## src/rtl/logic_unit_pkg.sv

```systemverilog
// Shared types for the pipelined bitwise logic unit: operation encoding and its width.
package logic_unit_pkg;

  localparam int LOGIC_OP_W = 3;

  typedef enum logic [LOGIC_OP_W-1:0] {
    OP_AND  = 3'd0,
    OP_OR   = 3'd1,
    OP_XOR  = 3'd2,
    OP_NAND = 3'd3,
    OP_NOR  = 3'd4,
    OP_XNOR = 3'd5,
    OP_ANDN = 3'd6,
    OP_PASS = 3'd7
  } logic_op_e;

endpackage

```

## src/rtl/logic_unit_core.sv

```systemverilog
// Combinational evaluator for the eight bitwise operations; no state, no carries.
module logic_unit_core
  import logic_unit_pkg::*;
#(
  parameter int WIDTH = 32
) (
  input  logic_op_e          op,
  input  logic [WIDTH-1:0]   a,
  input  logic [WIDTH-1:0]   b,
  output logic [WIDTH-1:0]   result
);

  always_comb begin
    result = '0;
    unique case (op)
      OP_AND:  result = a & b;
      OP_OR:   result = a | b;
      OP_XOR:  result = a ^ b;
      OP_NAND: result = ~(a & b);
      OP_NOR:  result = ~(a | b);
      OP_XNOR: result = ~(a ^ b);
      OP_ANDN: result = a & ~b;
      OP_PASS: result = a;
      default: result = '0;
    endcase
  end

endmodule

```

## src/rtl/logic_unit_pipe.sv

```systemverilog
// Two-stage valid/ready pipelined bitwise logic unit. Define LOGIC_UNIT_FLAGS_EN to
// add the registered out_zero / out_parity result flags.
module logic_unit_pipe
  import logic_unit_pkg::*;
#(
  parameter int WIDTH = 32
) (
  input  logic                  clk,
  input  logic                  rst_n,
  input  logic                  in_valid,
  output logic                  in_ready,
  input  logic [LOGIC_OP_W-1:0] in_op,
  input  logic [WIDTH-1:0]      in_a,
  input  logic [WIDTH-1:0]      in_b,
  output logic                  out_valid,
  input  logic                  out_ready,
`ifdef LOGIC_UNIT_FLAGS_EN
  output logic                  out_zero,
  output logic                  out_parity,
`endif
  output logic [WIDTH-1:0]      out_result
);

  // Handshake: a beat transfers on a rising edge where valid & ready are both high.
  // Producers keep valid/payload until the transfer; ready may depend on the
  // consumer's ready combinationally (in_ready follows out_ready the same cycle).

  logic             s1_valid;
  logic_op_e        s1_op;
  logic [WIDTH-1:0] s1_a;
  logic [WIDTH-1:0] s1_b;
  logic             s2_valid;
  logic [WIDTH-1:0] s2_result;
  logic [WIDTH-1:0] core_result;
  logic             s1_load;
  logic             s2_load;

  // A stage may load when it is empty or its contents move on this cycle.
  assign s2_load  = !s2_valid || out_ready;
  assign s1_load  = !s1_valid || s2_load;
  assign in_ready = s1_load;

  always_ff @(posedge clk or negedge rst_n) begin
    if (!rst_n) begin
      s1_valid <= 1'b0;
      s1_op    <= OP_AND;
      s1_a     <= '0;
      s1_b     <= '0;
    end else if (s1_load) begin
      s1_valid <= in_valid;
      if (in_valid) begin
        s1_op <= logic_op_e'(in_op);
        s1_a  <= in_a;
        s1_b  <= in_b;
      end
    end
  end

  logic_unit_core #(
    .WIDTH (WIDTH)
  ) u_core (
    .op     (s1_op),
    .a      (s1_a),
    .b      (s1_b),
    .result (core_result)
  );

  always_ff @(posedge clk or negedge rst_n) begin
    if (!rst_n) begin
      s2_valid  <= 1'b0;
      s2_result <= '0;
    end else if (s2_load) begin
      s2_valid <= s1_valid;
      if (s1_valid) s2_result <= core_result;
    end
  end

`ifdef LOGIC_UNIT_FLAGS_EN
  logic s2_zero;
  logic s2_parity;

  // Flags travel with the result so they share its stall behaviour.
  always_ff @(posedge clk or negedge rst_n) begin
    if (!rst_n) begin
      s2_zero   <= 1'b0;
      s2_parity <= 1'b0;
    end else if (s2_load && s1_valid) begin
      s2_zero   <= ~|core_result;
      s2_parity <= ^core_result;
    end
  end

  assign out_zero   = s2_zero;
  assign out_parity = s2_parity;
`endif

  assign out_valid  = s2_valid;
  assign out_result = s2_result;

endmodule

```

## config.mk

```make
export PLATFORM = sky130hd
export DESIGN_NAME = logic_unit_pipe
export DESIGN_NICKNAME = d
export VERILOG_FILES = /design/src/rtl/logic_unit_pkg.sv /design/src/rtl/logic_unit_core.sv /design/src/rtl/logic_unit_pipe.sv
export SDC_FILE = /design/constraint.sdc
export NUM_CORES = 1
export LEC_CHECK = 0
export ABC_CLOCK_PERIOD_IN_PS = 2210
export BUFFER_PORTS_ARGS = -buffer_cell sky130_fd_sc_hd__clkbuf_2
export CAP_MARGIN = 0
export CORE_ASPECT_RATIO = 2
export CORE_MARGIN = 2
export CORE_UTILIZATION = 59
export CTS_CLUSTER_DIAMETER = 80
export CTS_CLUSTER_SIZE = 10
export DETAILED_ROUTE_END_ITERATION = 8
export HOLD_SLACK_MARGIN = 0.12
export PLACE_DENSITY_LB_ADDON = 0.2
export SLEW_MARGIN = 20
export SYNTH_ARGS = -nofsm -noshare
export SYNTH_HDL_FRONTEND = slang
export SYNTH_HIERARCHICAL = 1
export SYNTH_SLANG_ARGS = --single-unit
```

## constraint.sdc

```tcl
create_clock -name clk -period 2.21 [get_ports clk]
set_input_delay 0.1105 -clock clk [delete_from_list [all_inputs] [get_ports clk]]
set_output_delay 0.1105 -clock clk [all_outputs]
set_load 0.01 [all_outputs]
```

---- After elaboration in Yosys (flattened, before gate mapping) ----
Index checks and enable logic that the tools add are counted.
operators by class
  eq/ne operators ......................... 7
  mux-type cells .......................... 1
  bitwise operators ....................... 8
  reductions and logical operators ........ 7
operator list
  kind                                            number
  case mux 32 bit (8 select lines)                1
  NOT 32 bit                                      4
  AND 32 bit                                      2
  OR 32 bit                                       1
  XOR 32 bit                                      1
  == test 3 bit (second input constant)           4
  == test 3 x 2 -> 1 bit (second input constant)  2
  AND reduction 2 bit                             2
  == test 3 x 1 -> 1 bit (second input constant)  1
  zero test 3 bit                                 1
  zero test 1 bit                                 2
  logical OR 1 bit                                2
word-level totals
  register bits ........................... 101
  input port bits ......................... 71
  output and inout bits ................... 34
  logic and storage cells ................. 29

---- Logic depth before layout (Yosys ltp) ----
  depth in word-level cells ............... 4
  depth in mapped cells ................... 8

---- By module ----
The synthesis kept the hierarchy.
by module, submodules not included
  module           instances  cells an instance  area an instance (sq um)  sequential area each (sq um)
  logic_unit_pipe  1          216                3886.2                    2527.4
  logic_unit_core  1          461                3452.1                    0.0

---- Worst setup path before layout ----
OpenSTA, ideal clock, no wires.
  path type ............................... register to register
  start point ............................. register s1_op[1]
  end point ............................... register s2_result[5] (netlist: out_result[5])
  data arrival time ....................... 1519 ps
  data required time ...................... 2085 ps
  setup slack ............................. 566 ps
  cell stages (with the launch flop) ...... 8
  buffers on the path ..................... 2
  period minus slack after synthesis ...... 1644 ps
  path through ............................ dfrtp_1 buf_6 nor2b_1 buf_2 a32o_1 a311oi_1 a31oi_1 mux2_2
between the ends
  word-level cells in the longest chain between the ends .. 2
  elaborated cells between the ends (all ways) .. 9
  those cells by class .................... 7 x eq/ne; 1 x mux; 1 x reduce/logical
ends and longest elaborated chain
  element                                line                   RTL
  start, declared                        logic_unit_pipe.sv:29  logic_op_e s1_op;
  start signal, assigned                 logic_unit_pipe.sv:52  s1_op <= logic_op_e'(in_op);
  == test 3 bit (tied with other cells)  logic_unit_core.sv:15  unique case (op)
  case mux 32 bit (8 select lines) *     logic_unit_core.sv:15
  net core_result[5]                     logic_unit_pipe.sv:34  logic [WIDTH-1:0] core_result;
  end signal, assigned                   logic_unit_pipe.sv:74  if (s1_valid) s2_result <= core_result;
  end, declared                          logic_unit_pipe.sv:33  logic [WIDTH-1:0] s2_result;
The timed path passes the listed nets; every way through them passes the cells marked *.
A chain may end at the register's enable or synchronous reset.

---- Final worst setup path ----
Ends and elaborated chain as after synthesis.

==> results.tsv <==
stage	metric	value	unit
grt	grt_pass1_wl	30500	µm
cts	cts_tree	built	
floorplan	die_y	162	µm
synthesis	yosysTopAreaCellShare	0.344	
floorplan	start_util	0.605	
sta	slew_violations	0	
critical_path	cp_max_fo	9	
sta	period_needed	1.94	ns
power_and_ir_drop	p_leak	0.00449	µW
cts	htreeDepth	3	
synthesis	synth_area_leaders	dfrtp_1 (34%), ha_1 (16%), mux2_2 (10%)	
routing	wl	18100	µm
critical_path	path_class	reg -> reg	
sta	final-setup-viol-count	0	
cts	clk_latency	0.34	ns
synthesis	synth.most_common_cell	dfrtp_1	
power_and_ir_drop	vdd_drop_max	0.000600	V
synthesis	yosysWarnings	6	
place	port_buffers	104	
cells_and_area	final_nets	1006	
synthesis	synth_cells	677	
critical_path	regToRegSetupSlack	0.27	ns
place	preCtsSetupSlack	0.337	ns
critical_path	r2r_start	s1_op[1]	
routing	drt_iter0_markers	309	
sta	max_freq	515	MHz
power_and_ir_drop	combPwrFrac	0.416	
power_and_ir_drop	switching_share	0.353	
synthesis	ys_seq_area_frac	0.344	
synthesis	ys.flop_type	dfrtp_1	
sta	setup_slack	0.268	ns
cells_and_area	drive_gt1_frac	0.301	
routing	vias_per_cell	5.90	
grt	grt_max_degree	56	
critical_path	crit_end	out_result[5]	
sta	clock_skew	0.00715	ns
power_and_ir_drop	clkPwrFrac	0.217	
cells_and_area	finalNonFillerCells	991	
power_and_ir_drop	powerDensity	822	mW/mm²
synthesis	postSynthAreaPerCell	10.8	µm²
synthesis	synthTopCellsByCount	dfrtp_1 (101), ha_1 (96), mux2_2 (67)	
grt	overflow	0	
run_status	status	complete, no violations	
worst_hold_path	hold_class	in -> async	
floorplan	io_pins	105	
synthesis	synth_enable_flop_cells	0	
run	drv_cap	0	
critical_path	worstPathArrival	2.23	ns
synthesis	ys_types	36	
power_and_ir_drop	p_sw	2620	µW
synthesis	yosysTopAreaCell	dfrtp_1	
cts	cts_max_path_buffers	2	
floorplan	rows	57	
sta	setup_tns	0	ns
critical_path	crit_start	s1_op[1]	
cts	clock_sinks	101	
routing	num_vias	5845	
cells_and_area	final_core_util	0.744	
grt	grt_use_total	0.277	
place	hpwl	12000	µm
routing	wl_per_cell	18.2	µm
sta	rsz0062_at_grt	no	
sta	final-hold-violation-count	0	
cts	clk_pin_slew_worst_paths	0.07	ns
cells_and_area	areaGrowthSynthToFinish	22.9	%
synthesis	synth_async_sr_flop_share	1.00	
grt	grt_pass1_vias	6404	
sta	relSlewSlack	0.544	
grt	antenna_found_initial	0	
synthesis	synth_area	0.00734	mm²
floorplan	die_x	82.9	µm
routing	first_pass_iters	7	
critical_path	cp.required	2.50	ns
cells_and_area	finish.instance_area	0.00902	mm²
floorplan	core_area	0.0121	mm²
sta	min_period_over_period	0.879	
routing	ant_nets	0	
critical_path	r2r-end	out_result[5]	
synthesis	synth_nets	844	
power_and_ir_drop	cellInternalPower	4800	µW
place	dpl_cell_area	0.00802	mm²
critical_path	reg2reg_depth	6	
place	placed_cells	904	
routing	drt_drc_violations_left	0	
cts	cts_inserted_buffers	9	
power_and_ir_drop	p_seq_frac	0.368	
floorplan	die_area	0.0134	mm²
cells_and_area	diodes	0	
critical_path	start_kind	flop	
sta	tightest_slew	0.682	ns
synthesis	synth_seq_cells	101	
cts	cts_root_buf	clkbuf_16	
place	gp_congestion	0.796	
critical_path	endpoint_kind	flop	
## cell usage in the layout, fill, tap and decap left out, types with 2 or more instances in the layout
| cell | synthesis | final |
|---|---|---|
| ha_1 | 96 | 96 |
| o211ai_1 | 8 | 8 |
| mux2_2 | 67 | 67 |
| dfrtp_2 | 0 | 2 |
| nor2_1 | 33 | 33 |
| dlygate4sd3_1 | 0 | 71 |
| o22a_1 | 7 | 7 |
| inv_1 | 66 | 66 |
| mux2i_1 | 40 | 40 |
| clkbuf_1 | 11 | 3 |
| clkbuf_16 | 0 | 9 |
| o221a_2 | 6 | 6 |
| o22ai_1 | 25 | 25 |
| mux4_2 | 6 | 6 |
| nand2b_1 | 14 | 14 |
| buf_12 | 0 | 5 |
| a21oi_1 | 41 | 41 |
| nand2_1 | 35 | 34 |
| nand3_1 | 2 | 2 |
| o2bb2ai_1 | 17 | 17 |
| a22oi_1 | 17 | 17 |
| mux2_1 | 2 | 2 |
| buf_4 | 6 | 18 |
| a2bb2oi_1 | 7 | 7 |
| clkinvlp_4 | 0 | 2 |
| mux2_4 | 30 | 30 |
| dfrtp_1 | 101 | 99 |
| clkbuf_2 | 0 | 103 |
## layer usage
layer  global-route usage  up-vias  wire (µm)
li1                     -     2697          -
met1                0.308     2914       6700
met2                0.516      189      10000
met3               0.0401       45        738
met4                0.120        0        589
met5                    0        -          0
## power by group through the flow
stage | Sequential, µW | Combinational (µW) | Clock (µW)
after floorplan | 2760 | 1970 | 0
after global placement | 2720 | 2770 | 0
after detailed placement | 2750 | 2930 | 0
after CTS | 2720 | 3060 | 1640
after global routing | 2790 | 3380 | 1720
final | 2730 | 3080 | 1610
## worst min-delay path by stage
stage	end	slack, ns	cells after the start
6_report	out_result[29]	0.18	2
5_1_grt	out_result[29]	0.20	2
4_1_cts	out_result[29]	0.19	2
3_5_place_dp	out_result[29]	0.006	1
3_3_place_gp	out_result[30]	0.007	1
2_1_floorplan	out_result[0]	-0.19	0
## stage by stage
step           hold WS, ns  power, µW
6_report             0.181       7420
5_1_grt              0.203       7880
4_1_cts              0.186       7420
3_5_place_dp       0.00634       5690
3_3_place_gp       0.00686       5490
2_1_floorplan       -0.185       4730
## what timing repair did
item,CTS,global route
hold endpoints to repair,170,0
hold buffers,71,0
setup buffers,0,0
gates resized for setup,0,0
## flip-flops by register name, indices dropped and copies added, names as in the netlist
register	count
out_result	32
s1_a	32
s1_b	32
s1_op	3
out_valid	1
s1_valid	1
## critical path, stage by stage, from the launching register on
cell	delay, ns
dfrtp_1	0.38
buf_4	0.16
nor2b_1	0.57
a32o_1	0.30
o22ai_1	0.08
a31oi_1	0.22
mux2_2	0.18
## cell families (layout without fill, tap and decap cells)
logic type / after synthesis / in the layout / synth area share
adders and majority gates: 96 / 96 / 0.164
DFF: 101 / 101 / 0.344
and+or+nand+nor: 88 / 88 / 0.0534
muxes: 145 / 145 / 0.240
buffers and inverters: 113 / 280 / 0.0709
AOI/OAI and AO/OA: 134 / 134 / 0.127
## area by class of cell
| cell class | count | area [µm²] |
|---|---|---|
| multi-input combinational | 463 | 4300 |
| fill | 828 | 3100 |
| sequential | 101 | 2530 |
| timing repair buffer | 197 | 1460 |
| inverter | 67 | 254 |
| clock buffer | 13 | 250 |
| tap | 147 | 184 |
| clock inverter | 3 | 45.0 |
No activity file was read; power rests on OpenSTA's default activity.
